### src/rtl/dmem_pkg.sv
// Shared definitions for the data-memory read-modify-write sequencer:
// access-size encodings, FSM state type and the alignment check.
package dmem_pkg;

    localparam logic [1:0] SZ_BYTE = 2'b00;
    localparam logic [1:0] SZ_HALF = 2'b01;
    localparam logic [1:0] SZ_WORD = 2'b10;

    typedef enum logic [2:0] {
        ST_IDLE    = 3'd0,
        ST_ACCESS  = 3'd1,
        ST_CAPTURE = 3'd2,
        ST_WRITE   = 3'd3,
        ST_DONE    = 3'd4
    } dmem_state_t;

    // A half must sit on an even byte, a word on a 4-byte boundary;
    // the reserved size code 2'b11 is always rejected.
    function automatic logic is_misaligned(input logic [1:0] size,
                                           input logic [1:0] addr_lo);
        logic bad;
        case (size)
            SZ_BYTE: bad = 1'b0;
            SZ_HALF: bad = addr_lo[0];
            SZ_WORD: bad = (addr_lo != 2'b00);
            default: bad = 1'b1;
        endcase
        return bad;
    endfunction

endpackage

### src/rtl/dmem_lane_unit.sv
// Combinational lane logic: extracts and extends the addressed byte/half
// of a read word for loads, and splices store data into a read word for
// sub-word stores (little-endian lane numbering).
module dmem_lane_unit
    import dmem_pkg::*;
(
    input  logic [31:0] i_rdata,
    input  logic [1:0]  i_addr_lo,
    input  logic [1:0]  i_size,
    input  logic        i_unsigned,
    input  logic [15:0] i_wdata,
    output logic [31:0] o_load_data,
    output logic [31:0] o_merge_data
);

    logic [7:0]  w_byte;
    logic [15:0] w_half;

    // Select the addressed byte and half lanes from the read word.
    always_comb begin
        case (i_addr_lo)
            2'd0:    w_byte = i_rdata[7:0];
            2'd1:    w_byte = i_rdata[15:8];
            2'd2:    w_byte = i_rdata[23:16];
            2'd3:    w_byte = i_rdata[31:24];
            default: w_byte = i_rdata[7:0];
        endcase
        if (i_addr_lo[1]) begin
            w_half = i_rdata[31:16];
        end else begin
            w_half = i_rdata[15:0];
        end
    end

    // Sign- or zero-extend the selected lane; word loads pass through.
    always_comb begin
        case (i_size)
            SZ_BYTE: o_load_data = {{24{~i_unsigned & w_byte[7]}}, w_byte};
            SZ_HALF: o_load_data = {{16{~i_unsigned & w_half[15]}}, w_half};
            default: o_load_data = i_rdata;
        endcase
    end

    // Replace the addressed lane of the read word with the store data.
    always_comb begin
        o_merge_data = i_rdata;
        case (i_size)
            SZ_BYTE: begin
                case (i_addr_lo)
                    2'd0:    o_merge_data[7:0]   = i_wdata[7:0];
                    2'd1:    o_merge_data[15:8]  = i_wdata[7:0];
                    2'd2:    o_merge_data[23:16] = i_wdata[7:0];
                    2'd3:    o_merge_data[31:24] = i_wdata[7:0];
                    default: o_merge_data        = i_rdata;
                endcase
            end
            SZ_HALF: begin
                if (i_addr_lo[1]) begin
                    o_merge_data[31:16] = i_wdata;
                end else begin
                    o_merge_data[15:0]  = i_wdata;
                end
            end
            default: o_merge_data = i_rdata;
        endcase
    end

endmodule

### src/rtl/dmem_rmw_ctrl.sv
// MEM-stage sequencer in front of a single-port, synchronous-read,
// write-first word memory. Byte/half/word loads and stores are turned
// into word accesses; sub-word stores use read-modify-write. Misaligned
// requests are answered with an error and never touch the memory.
module dmem_rmw_ctrl
    import dmem_pkg::*;
#(
    parameter int DATA_WIDTH    = 32,   // only 32 is supported
    parameter int ADDRESS_WIDTH = 10
) (
    input  logic                     clk,
    input  logic                     rst_n,
    input  logic                     req_valid,
    output logic                     req_ready,
    input  logic                     req_we,
    input  logic [1:0]               req_size,
    input  logic                     req_unsigned,
    input  logic [ADDRESS_WIDTH-1:0] req_addr,
    input  logic [DATA_WIDTH-1:0]    req_wdata,
    output logic                     resp_valid,
    output logic                     resp_err,
    output logic [DATA_WIDTH-1:0]    resp_rdata,
    output logic                     mem_we,
    output logic [ADDRESS_WIDTH-3:0] mem_addr,
    output logic [DATA_WIDTH-1:0]    mem_din,
    input  logic [DATA_WIDTH-1:0]    mem_dout
);

    dmem_state_t               r_state;
    logic                      r_we;
    logic [1:0]                r_size;
    logic                      r_unsigned;
    logic [1:0]                r_addr_lo;
    logic [15:0]               r_wdata_lo;
    logic                      r_err;
    logic [ADDRESS_WIDTH-3:0]  r_mem_addr;
    logic [DATA_WIDTH-1:0]     r_mem_din;
    logic [DATA_WIDTH-1:0]     r_resp_rdata;

    logic                      w_accept;
    logic                      w_word_store;
    logic [31:0]               w_load_data;
    logic [31:0]               w_merge_data;

    assign w_accept     = req_valid && (r_state == ST_IDLE);
    assign w_word_store = r_we && (r_size == SZ_WORD);

    dmem_lane_unit u_lane (
        .i_rdata      (mem_dout),
        .i_addr_lo    (r_addr_lo),
        .i_size       (r_size),
        .i_unsigned   (r_unsigned),
        .i_wdata      (r_wdata_lo),
        .o_load_data  (w_load_data),
        .o_merge_data (w_merge_data)
    );

    // Request sequencing FSM with its datapath registers.
    always_ff @(posedge clk) begin
        if (!rst_n) begin
            r_state      <= ST_IDLE;
            r_we         <= 1'b0;
            r_size       <= 2'b00;
            r_unsigned   <= 1'b0;
            r_addr_lo    <= 2'b00;
            r_wdata_lo   <= 16'h0000;
            r_err        <= 1'b0;
            r_mem_addr   <= '0;
            r_mem_din    <= '0;
            r_resp_rdata <= '0;
        end else begin
            case (r_state)
                ST_IDLE: begin
                    if (w_accept) begin
                        r_we       <= req_we;
                        r_size     <= req_size;
                        r_unsigned <= req_unsigned;
                        r_addr_lo  <= req_addr[1:0];
                        r_wdata_lo <= req_wdata[15:0];
                        if (is_misaligned(req_size, req_addr[1:0])) begin
                            r_err        <= 1'b1;
                            r_resp_rdata <= '0;
                            r_state      <= ST_DONE;
                        end else begin
                            r_err      <= 1'b0;
                            r_mem_addr <= req_addr[ADDRESS_WIDTH-1:2];
                            // Word store data must be on mem_din during ACCESS.
                            if (req_we && (req_size == SZ_WORD)) begin
                                r_mem_din <= req_wdata;
                            end else begin
                                r_mem_din <= r_mem_din;
                            end
                            // Stores report zero read data.
                            if (req_we) begin
                                r_resp_rdata <= '0;
                            end else begin
                                r_resp_rdata <= r_resp_rdata;
                            end
                            r_state <= ST_ACCESS;
                        end
                    end else begin
                        r_state <= ST_IDLE;
                    end
                end
                ST_ACCESS: begin
                    if (w_word_store) begin
                        r_state <= ST_DONE;
                    end else begin
                        r_state <= ST_CAPTURE;
                    end
                end
                ST_CAPTURE: begin
                    if (r_we) begin
                        r_mem_din <= w_merge_data;
                        r_state   <= ST_WRITE;
                    end else begin
                        r_resp_rdata <= w_load_data;
                        r_state      <= ST_DONE;
                    end
                end
                ST_WRITE: begin
                    r_state <= ST_DONE;
                end
                ST_DONE: begin
                    r_state <= ST_IDLE;
                end
                default: begin
                    r_state <= ST_IDLE;
                end
            endcase
        end
    end

    // Outputs decoded from registered state; forced to zero while reset
    // is asserted so an aborted write never reaches the memory.
    always_comb begin
        if (rst_n) begin
            req_ready  = (r_state == ST_IDLE);
            resp_valid = (r_state == ST_DONE);
            resp_err   = (r_state == ST_DONE) && r_err;
            resp_rdata = r_resp_rdata;
            mem_we     = ((r_state == ST_ACCESS) && w_word_store) ||
                         (r_state == ST_WRITE);
            mem_addr   = r_mem_addr;
            mem_din    = r_mem_din;
        end else begin
            req_ready  = 1'b0;
            resp_valid = 1'b0;
            resp_err   = 1'b0;
            resp_rdata = '0;
            mem_we     = 1'b0;
            mem_addr   = '0;
            mem_din    = '0;
        end
    end

endmodule
### config.mk
export PLATFORM = sky130hd
export DESIGN_NAME = dmem_rmw_ctrl
export DESIGN_NICKNAME = d
export VERILOG_FILES = /design/src/rtl/dmem_pkg.sv /design/src/rtl/dmem_lane_unit.sv /design/src/rtl/dmem_rmw_ctrl.sv
export SDC_FILE = /design/constraint.sdc
export NUM_CORES = 1
export LEC_CHECK = 0
export ABC_AREA = 0
export BUFFER_PORTS_ARGS = -buffer_cell sky130_fd_sc_hd__buf_2
export CAP_MARGIN = 10
export CORE_MARGIN = 1.5
export CORE_UTILIZATION = 50
export DETAILED_ROUTE_END_ITERATION = 7
export PLACE_DENSITY = 0.88
export SLEW_MARGIN = 10
export SYNTH_ARGS = -nofsm -noshare
export SYNTH_HDL_FRONTEND = slang
export SYNTH_HIERARCHICAL = 1
export SYNTH_SLANG_ARGS = --single-unit
### constraint.sdc
create_clock -name clk -period 2 [get_ports clk]
set_input_delay 0.3 -clock clk [delete_from_list [all_inputs] [get_ports clk]]
set_output_delay 0.3 -clock clk [all_outputs]
set_load 0.005 [all_outputs]
* Word level (Yosys, flattened, before mapping) *
Index checks and enable logic that the tools add are counted.

word-level totals
  register bits = 98
  output and inout bits = 76
  word-level logic and storage cells = 84

cells by class
  equal/unequal tests = 17
  mux-type cells = 37
  bitwise gates (word level) = 4
  reductions and logical operators = 16

operators with widths
  cell                count
  $mux 32             10
  $pmux 32 s2         4
  $mux 16             3
  $mux 8              5
  $pmux 8 s4          1
  $mux 3              4
  $pmux 3 s4          1
  $eq 2x2->1 const B  4
  $mux 1              8
  $ne 2x2->1 const B  4
  $eq 2x1->1 const B  3
  $eq 3x2->1 const B  2
  $logic_not 2->1     3
  $logic_and 1x1->1   5
  $reduce_and 5->1    1
  $reduce_and 4->1    1
  $reduce_bool 2->1   2
  $eq 3x1->1 const B  1
  $eq 3x3->1 const B  1
  $logic_not 3->1     1
  $ne 3x2->1 const B  1
  $pmux 1 s3          1
  $reduce_and 3->1    1
  $and 1x1->1         2
  4 further kinds     5

* Logic depth before layout (Yosys ltp) *
Gate-level depths: netlist of run 1.

  depth after elaboration = 8
  mapped depth = 9

* By module *
The synthesis of run 1 kept the hierarchy.

by module, submodules not included
  module          times used  cells each  area each (um2)  seq. area each (um2)
  dmem_rmw_ctrl   1           467         4257.8           1961.9
  dmem_lane_unit  1           235         1562.7           0.0

* Worst setup path before layout of run 1 *
Ideal clock, no wire load.

  kind = flip-flop to flip-flop
  start point = register r_addr_lo[1]
  end point = register r_mem_din[10]
  data arrival time = 1.728 ns
  required time = 1.884 ns
  setup slack = 0.155 ns
  cell stages (with the launch flop) = 9
  path buffers = 2
  clock period less this slack = 1.845 ns
  path through = dfxtp_1 > buf_6 > or3b_2 > buf_2 > o22a_1 > o221a_2 > mux2i_1 > nand3_1 > o211a_1

between the ends
  word-level cells in the longest chain between the ends = 5
  elaborated cells on any way between the ends = 6

ends and longest elaborated chain
  element                     RTL line              RTL
  from (decl)                 dmem_rmw_ctrl.sv:33   logic [1:0] r_addr_lo;
  from (signal assigned)      dmem_rmw_ctrl.sv:78   r_addr_lo <= req_addr[1:0];
  $eq 2x1->1                  dmem_lane_unit.sv:49  case (i_addr_lo)
  $mux 8                      dmem_lane_unit.sv:49
  $pmux 32 s2 (*)             dmem_lane_unit.sv:47  case (i_size)
  named net w_merge_data[10]  dmem_rmw_ctrl.sv:43   logic [31:0] w_merge_data;
  $mux 32 (*)                 dmem_rmw_ctrl.sv:113  if (r_we) begin
  $pmux 32 s2 (*)             dmem_rmw_ctrl.sv:72   case (r_state)
  to (signal assigned)        dmem_rmw_ctrl.sv:89   r_mem_din <= req_wdata;
  to (signal assigned)        dmem_rmw_ctrl.sv:91   r_mem_din <= r_mem_din;
  to (signal assigned)        dmem_rmw_ctrl.sv:114  r_mem_din <= w_merge_data;
  to (decl)                   dmem_rmw_ctrl.sv:37   logic [DATA_WIDTH-1:0] r_mem_din;

Mark *: on every way through the listed nets, which the timed path passes. The rest lies on a longest branch. The select of a mux whose other input is x is not followed.
A chain may end at the register's enable or synchronous reset.

* Worst setup path in the final report of run 1 *
  start point = register r_size[0]
  end point = output port mem_we

between the ends
  word-level cells in the longest chain between the ends = 5

ends and longest elaborated chain
  element                 RTL line              RTL
  from (decl)             dmem_rmw_ctrl.sv:31   logic [1:0] r_size;
  from (signal assigned)  dmem_rmw_ctrl.sv:76   r_size <= req_size;
  $eq 2x2->1              dmem_rmw_ctrl.sv:46   assign w_word_store = r_we && (r_size == SZ_WORD);
  $logic_and 1x1->1       dmem_rmw_ctrl.sv:46
  $logic_and 1x1->1       dmem_rmw_ctrl.sv:142  mem_we = ((r_state == ST_ACCESS) && w_word_store) ||
  $logic_or 1x1->1        dmem_rmw_ctrl.sv:142
  $mux 1                  dmem_rmw_ctrl.sv:137  if (rst_n) begin
  to (decl)               dmem_rmw_ctrl.sv:23   output logic mem_we,

No other way between the ends.

==> results of run 1 <==
cell usage after synthesis, drive strengths merged, types with 3 or more instances:
cell | n | area [sq um]
nor3 | 13 | 70.1
and2 | 77 | 482
a22oi | 8 | 65.1
a22o | 32 | 280
inv | 11 | 41.3
nor2b | 14 | 87.6
nor3b | 9 | 67.6
dfxtp | 98 | 1960
o22a | 16 | 140
a21oi | 31 | 155
nor2 | 14 | 52.6
nand3 | 46 | 230
a31oi | 3 | 18.8
nor4bb | 8 | 80.1
nand2 | 91 | 344
buf | 29 | 150
o211a | 32 | 320
mux2i | 33 | 330
o221ai | 7 | 61.3
o221a | 16 | 180
clkbuf | 40 | 150
o21ai | 40 | 204
mux2 | 17 | 191
registers in the layout, summed over array words and instances (netlist names):
register	cells
r_state	3
r_mem_addr	8
r_size	2
r_resp_rdata	32
r_unsigned	1
r_mem_din	32
r_we	1
r_wdata_lo	16
r_err	1
r_addr_lo	2
power groups by stage:
stage	Combinational, mW	Sequential, mW	Clock, mW
global route	1.30	2.16	1.78
CTS	1.17	2.14	1.70
floorplan	0.753	2.15	0
detailed placement	1.16	2.19	0
finish	1.20	2.15	1.68
global placement	1.15	2.19	0
cells in the final DEF, fill, tap and decap left out, types with 3 or more instances in the layout:
| cell | netlist | final |
|---|---|---|
| o22a_1 | 16 | 16 |
| a22o_1 | 32 | 32 |
| o221a_2 | 16 | 16 |
| a31oi_1 | 3 | 3 |
| mux2i_1 | 33 | 33 |
| nor2b_1 | 14 | 14 |
| o221ai_1 | 7 | 7 |
| dfxtp_1 | 98 | 93 |
| inv_1 | 10 | 10 |
| buf_4 | 0 | 32 |
| a21oi_1 | 31 | 31 |
| buf_2 | 21 | 156 |
| mux2_2 | 17 | 17 |
| o21ai_0 | 38 | 38 |
| dfxtp_2 | 0 | 3 |
| buf_12 | 0 | 6 |
| a22oi_1 | 7 | 7 |
| nand3_1 | 46 | 46 |
| nor2_1 | 14 | 12 |
| nor3_1 | 12 | 11 |
| nand2_1 | 90 | 90 |
| nor3b_1 | 9 | 9 |
| nor4bb_1 | 8 | 7 |
| and2_1 | 77 | 77 |
| o211a_1 | 32 | 32 |
| clkbuf_16 | 0 | 9 |
stage by stage:
step	area, sq um	hold WS (ns)	utilization [%]	std cells	TNS (ns)
3_3_place_gp	6850	0.446	60.3	969	0
5_1_grt	7190	0.194	63.2	987	-0.0347
2_1_floorplan	5820	0.432	-	702	0
3_5_place_dp	6850	0.446	60.3	969	-0.00490
6_report	7190	0.179	63.2	987	0
4_1_cts	7150	0.171	62.9	986	-0.115
final timing paths:
kind | start | to | slack (ns) | cells after the start
worst min register to register | r_err$_SDFFE_PN0P_ | r_err$_SDFFE_PN0P_ | 0.46 | 2
worst max-delay path | r_size[0]$_SDFFE_PN0P_ | mem_we | 0.009 | 6
worst max register to register | r_size[0]$_SDFFE_PN0P_ | r_mem_din[4]$_SDFFE_PN0P_ | 0.11 | 8
worst min-delay path | req_addr[8] | r_mem_addr[6]$_SDFFE_PN0P_ | 0.18 | 3
layer usage:
layer / track usage [%] / vias up
met5: 0 / -
met4: 10.7 / 0
met3: 6.72 / 46
met2: 46.8 / 391
met1: 40.5 / 2735
li1: - / 2818
layout make-up:
type / instances / area, sq um / area share [%]
multi-input cells: 524 / 3560 / 49.5
clock buffers: 12 / 246 / 3.43
inverters: 11 / 41.3 / 0.574
well taps: 143 / 179 / 2.49
clock inverters: 4 / 36.3 / 0.505
repair buffers: 195 / 1160 / 16.1
flip-flops and latches: 98 / 1970 / 27.4
worst max-delay path, delay by kind of cell (launching register included):
family                 cells  cell delay [ns]
buffers and inverters      2             0.26
DFF                        1             0.35
and+or+nand+nor            4             0.73
logic make-up after synthesis:
logic type	after synthesis
AND/OR/NAND/NOR	282
multiplexers	51
AO/OA/AOI/OAI	191
flip-flops	98
buffers and inverters	80
what timing repair did:
action,4_1_cts,5_1_grt
gates resized for setup,3,10
setup buffers,1,1
pin swaps,1,1
endpoints found under the setup margin,8,31
==> run_results.csv, run 1 <==
group,metric,value,unit
run_status,status,"finished clean",
route,wl_per_cell,18.9,microns
power_and_ir_drop,p_sw,1.54,mW
synth,async_flop_share,0,%
worst_setup_path,critPathKind,"flop to primary output",
synth,synth_flop_cell,"dfxtp_1",
power_and_ir_drop,p_per_area,700,nW/um^2
cts,hold_buffers,0,
cts,clk_latency,0.35,ns
route,dr_wl_met2,8360,microns
cts,root_buffer,"clkbuf_16",
sta,finalCritPeriodShare,99.6,%
floorplanning,die_x,111,microns
power_and_ir_drop,intPower,3.49,mW
route,top_layer_used,"met4",
global_routing,antenna_found_initial,0,
cts,cts_inserted_buffers,9,
worst_setup_path,cp.arrival,1.69,ns
cts,cts_tree,"built",
synth,synthSimpleGateAreaFrac,25.6,%
place,hpwlAfterDp,13500,microns
route,wl_met1,7490,microns
floorplanning,start_util,51.2,%
sta,slew_viol_final,0,
synth,ys_ff_latch,98,
power_and_ir_drop,p_comb_share,23.9,%
global_routing,grt_max_degree,49,
cts,cts_sinks,98,
sta,slew_headroom,41.7,%
power_and_ir_drop,p_sw_share,30.7,%
route,detail_route.iter0.violations,676,
finish,diodes,0,
place,post-place-ws,-0.00490,ns
power_and_ir_drop,pwr-share-seq,42.7,%
floorplanning,core-area,11400,sq um
synth,synthXorXnorAreaFrac,0,%
worst_setup_path,worstPathRequired,1.70,ns
synth,synth_compound_area_share,25.5,%
worst_setup_path,critical_path.max_stage_delay,0.35,ns
sta,fmax,502,MHz
synth,synth.yosys.seq_area_share,33.7,%
route,ant_nets,0,
global_routing,grt_pass1_wl,29300,microns
power_and_ir_drop,ir_worst_vdd,0.730,mV
sta,finClkSkew,0.00808,ns
cts,path_clk_slew,0.07,ns
route,vias,5990,
finish,layout-drive-gt1-share,30.9,%
route,met3WireLength,2320,microns
synth,synth_mux_area_share,9.35,%
sta,rsz0062_at_grt,"true",
cts,clock_path_buffers,2,
floorplanning,placement_rows,39,
synth,yosysWarnings,6,
global_routing,first_global_vias,5438,
route,routed_via_density,6.07,
sta,fin_crit,1.99,ns
run,drv_cap,0,
global_routing,grt_overflow_total,0,
sta,setup_viol,0,
power_and_ir_drop,p_leak,3.45,nW
route,drc,0,
synth,synth_cell_type_count,43,
worst_setup_path,end_kind,"primary output",
place,io_buffers,156,
finish,n_fill_cell,948,
cts,h-tree-depth,3,
worst_setup_path,path_max_fanout,18,
sta,tightest_slew,0.861,ns
synth,synth.avg_cell_area,8.29,sq um
synth,synthAdderAreaFrac,0,%
min_path,hold_class,"primary input to flop",
power_and_ir_drop,total_power,5.03,mW
synth,synth_area,5820,sq um
floorplanning,dieArea,12300,sq um
worst_setup_path,crit_path_top_delay_cell,"dfxtp_4",
power_and_ir_drop,clkPwrFrac,33.5,%
worst_setup_path,start_kind,"flop",
synth,synth_top_family_by_area,"simple AND/OR/NAND/NOR gates",
finish,nNetsFinal,920,
synth,synth_fp_nets,783,
synth,syn-instance-count,702,
place,globalplace.congestion,1.03,
sta,worst_slack,0.00890,ns
sta,hold_violations,0,
synth,synth-edff-count,0,
route,wl,18700,microns
worst_setup_path,path_cells,"buf_8, and3b_1, nor2_1, or3_4, nor2_2, buf_2",
floorplanning,die_h,111,microns
route,firstDrtPassIters,6,
floorplanning,io_pins,157,
global_routing,track_usage,29.9,%
finish,area_growth,23.5,%
(Power assumes the default switching activity.)
==> inputs of run 2 (changes only) <==
==> constraint.sdc (replaced) <==
create_clock -name clk -period 2.1 [get_ports clk]
set_input_delay 0.315 -clock clk [delete_from_list [all_inputs] [get_ports clk]]
set_output_delay 0.315 -clock clk [all_outputs]
set_load 0.005 [all_outputs]
==> run_results.csv, run 2 (synthesized netlist as in run 1, its figures left out) <==
group,metric,value,unit
run_status,status,"finished clean",
worst_setup_path,path_cells,"buf_6, and3b_1, nor2_1, or3_1, nor2_1, buf_2",
floorplanning,die_h,111,microns
worst_setup_path,cp.arrival,1.71,ns
sta,setup_viol,0,
sta,slew_viol_final,0,
floorplanning,start_util,51.2,%
global_routing,first_global_vias,5351,
global_routing,antenna_found_initial,0,
sta,tightest_slew,0.852,ns
global_routing,track_usage,29.3,%
place,placed_cells,962,
power_and_ir_drop,intPower,3.36,mW
cts,cts_sinks,98,
sta,setup_tns,0,ns
sta,slew_headroom,42.4,%
sta,finalCritPeriodShare,96.4,%
power_and_ir_drop,clkPwrFrac,34.9,%
worst_setup_path,critical_path.max_stage_delay,0.39,ns
cts,cts_inserted_buffers,9,
power_and_ir_drop,p_per_area,685,nW/um^2
cts,cts_tree,"built",
finish,nNetsFinal,912,
worst_setup_path,ff2ff_setup_slack,0.11,ns
route,vias,5987,
sta,hold_violations,0,
route,wl_per_cell,18.9,microns
worst_setup_path,end_kind,"primary output",
route,drc,0,
worst_setup_path,cp_num_buf_inv,2,
min_path,hold_class,"primary input to flop",
worst_setup_path,cp_top_family,"simple AND/OR/NAND/NOR gates",
power_and_ir_drop,pwr-share-seq,42.3,%
finish,final_cell_mix,"buf_2, dfxtp_1, nand2_1",
route,firstDrtPassIters,6,
floorplanning,die_x,111,microns
worst_setup_path,worstSetupPathDepth,6,
sta,finClkSkew,0.00429,ns
worst_setup_path,crit_start,"r_size[1]$_SDFFE_PN0P_",
worst_setup_path,path_max_fanout,10,
global_routing,grt_overflow_total,0,
global_routing,grt_max_degree,43,
floorplanning,core-area,11400,sq um
worst_setup_path,critPathKind,"flop to primary output",
floorplanning,dieArea,12300,sq um
route,ant_nets,0,
route,routed_via_density,6.12,
worst_setup_path,regToRegEndpoint,"r_mem_din[11]$_SDFFE_PN0P_",
sta,hold-worst-slack,0.206,ns
worst_setup_path,worstPathRequired,1.78,ns
power_and_ir_drop,p_sw,1.47,mW
floorplanning,io_pins,157,
sta,fmax,494,MHz
cts,h-tree-depth,3,
worst_setup_path,reg2reg_depth,6,
cts,path_clk_slew,0.07,ns
worst_setup_path,crit_path_top_delay_cell,"dfxtp_4",
floorplanning,placement_rows,39,
global_routing,grt_pass1_wl,28800,microns
power_and_ir_drop,p_comb_share,22.8,%
sta,fin_crit,2.02,ns
power_and_ir_drop,ir_worst_vdd,0.529,mV
finish,layout-drive-gt1-share,29.8,%
finish,diodes,0,
finish,reg_top3,"r_mem_din: 32 flops, r_resp_rdata: 32 flops, r_wdata_lo: 16 flops",
route,detail_route.iter0.violations,582,
cts,clock_path_buffers,2,
power_and_ir_drop,p_sw_share,30.4,%
cts,root_buffer,"clkbuf_16",
finish,final_cells,979,
finish,mostFrequentLayoutCell,"buf_2",
sta,rsz0062_at_grt,"false",
run,drv_cap,0,
worst_setup_path,crit_top_cell,"nor2_1",
worst_setup_path,crit_end,"mem_we",
place,io_buffers,156,
finish,area_growth,21.3,%
cts,clk_latency,0.34,ns
power_and_ir_drop,p_leak,3.39,nW
finish,fin_util,62.1,%
min_path,hp-start,"req_addr[5]",
route,wl,18500,microns
worst_setup_path,start_kind,"flop",
place,hpwlAfterDp,13400,microns
place,globalplace.congestion,1.02,
worst_setup_path,r2r-start,"r_addr_lo[1]$_SDFFE_PN0P_",
-- run 2: power by group through the flow --
stage	registers [mW]	logic (mW)	clock network (mW)
finish	2.04	1.10	1.69
global route	2.05	1.18	1.80
CTS	2.04	1.07	1.71
detailed placement	2.08	1.06	0
global placement	2.08	1.04	0
floorplan	2.05	0.717	0
-- run 2: worst min-delay path: stages --
cell and delay [ns]:
buf_2 0.09, nand2_1 0.04, o21ai_0 0.06
-- run 2: what timing repair did --
item / 4_1_cts / 5_1_grt
buffers inserted: 0 / 1
setup endpoints to repair: 2 / 9
hold buffers: 0 / 0
resized for setup: 2 / 2
pin swaps: 0 / 1
cloned: 0 / 0
-- run 2: area by class of cell --
class | count | area, sq um
Fill cell | 993 | 4310
Multi-Input combinational cell | 524 | 3540
Sequential cell | 98 | 1970
Timing Repair Buffer | 187 | 1030
Clock buffer | 9 | 225
Tap cell | 143 | 179
Clock inverter | 7 | 73.8
Inverter | 11 | 41.3
-- run 2: worst min path at each step --
stage / to / slack (ns) / depth (start not counted)
3_3_place_gp: r_err$_SDFFE_PN0P_ / 0.45 / 2
2_1_floorplan: r_err$_SDFFE_PN0P_ / 0.43 / 2
5_1_grt: r_mem_addr[4]$_SDFFE_PN0P_ / 0.21 / 3
3_5_place_dp: r_err$_SDFFE_PN0P_ / 0.45 / 2
6_report: r_mem_addr[3]$_SDFFE_PN0P_ / 0.21 / 3
4_1_cts: r_mem_addr[7]$_SDFFE_PN0P_ / 0.20 / 3
-- run 2: metal layers --
layer / global-route usage [%] / share of wire [%] / vias up
met4: 11.7 / 3.1 / 0
li1: - / - / 2789
met5: 0 / 0 / -
met3: 5.36 / 9.3 / 44
met1: 40.7 / 43 / 2808
met2: 45.1 / 45 / 346
-- run 2: per-stage QoR --
stage | total power, mW | cell area [sq um] | setup slack [ns]
floorplan | 2.76 | 5820 | 0.255
global placement | 3.12 | 6740 | 0.152
detailed placement | 3.14 | 6740 | 0.0876
CTS | 4.82 | 7050 | 0.0349
global route | 5.03 | 7060 | 0.0107
finish | 4.83 | 7060 | 0.0753
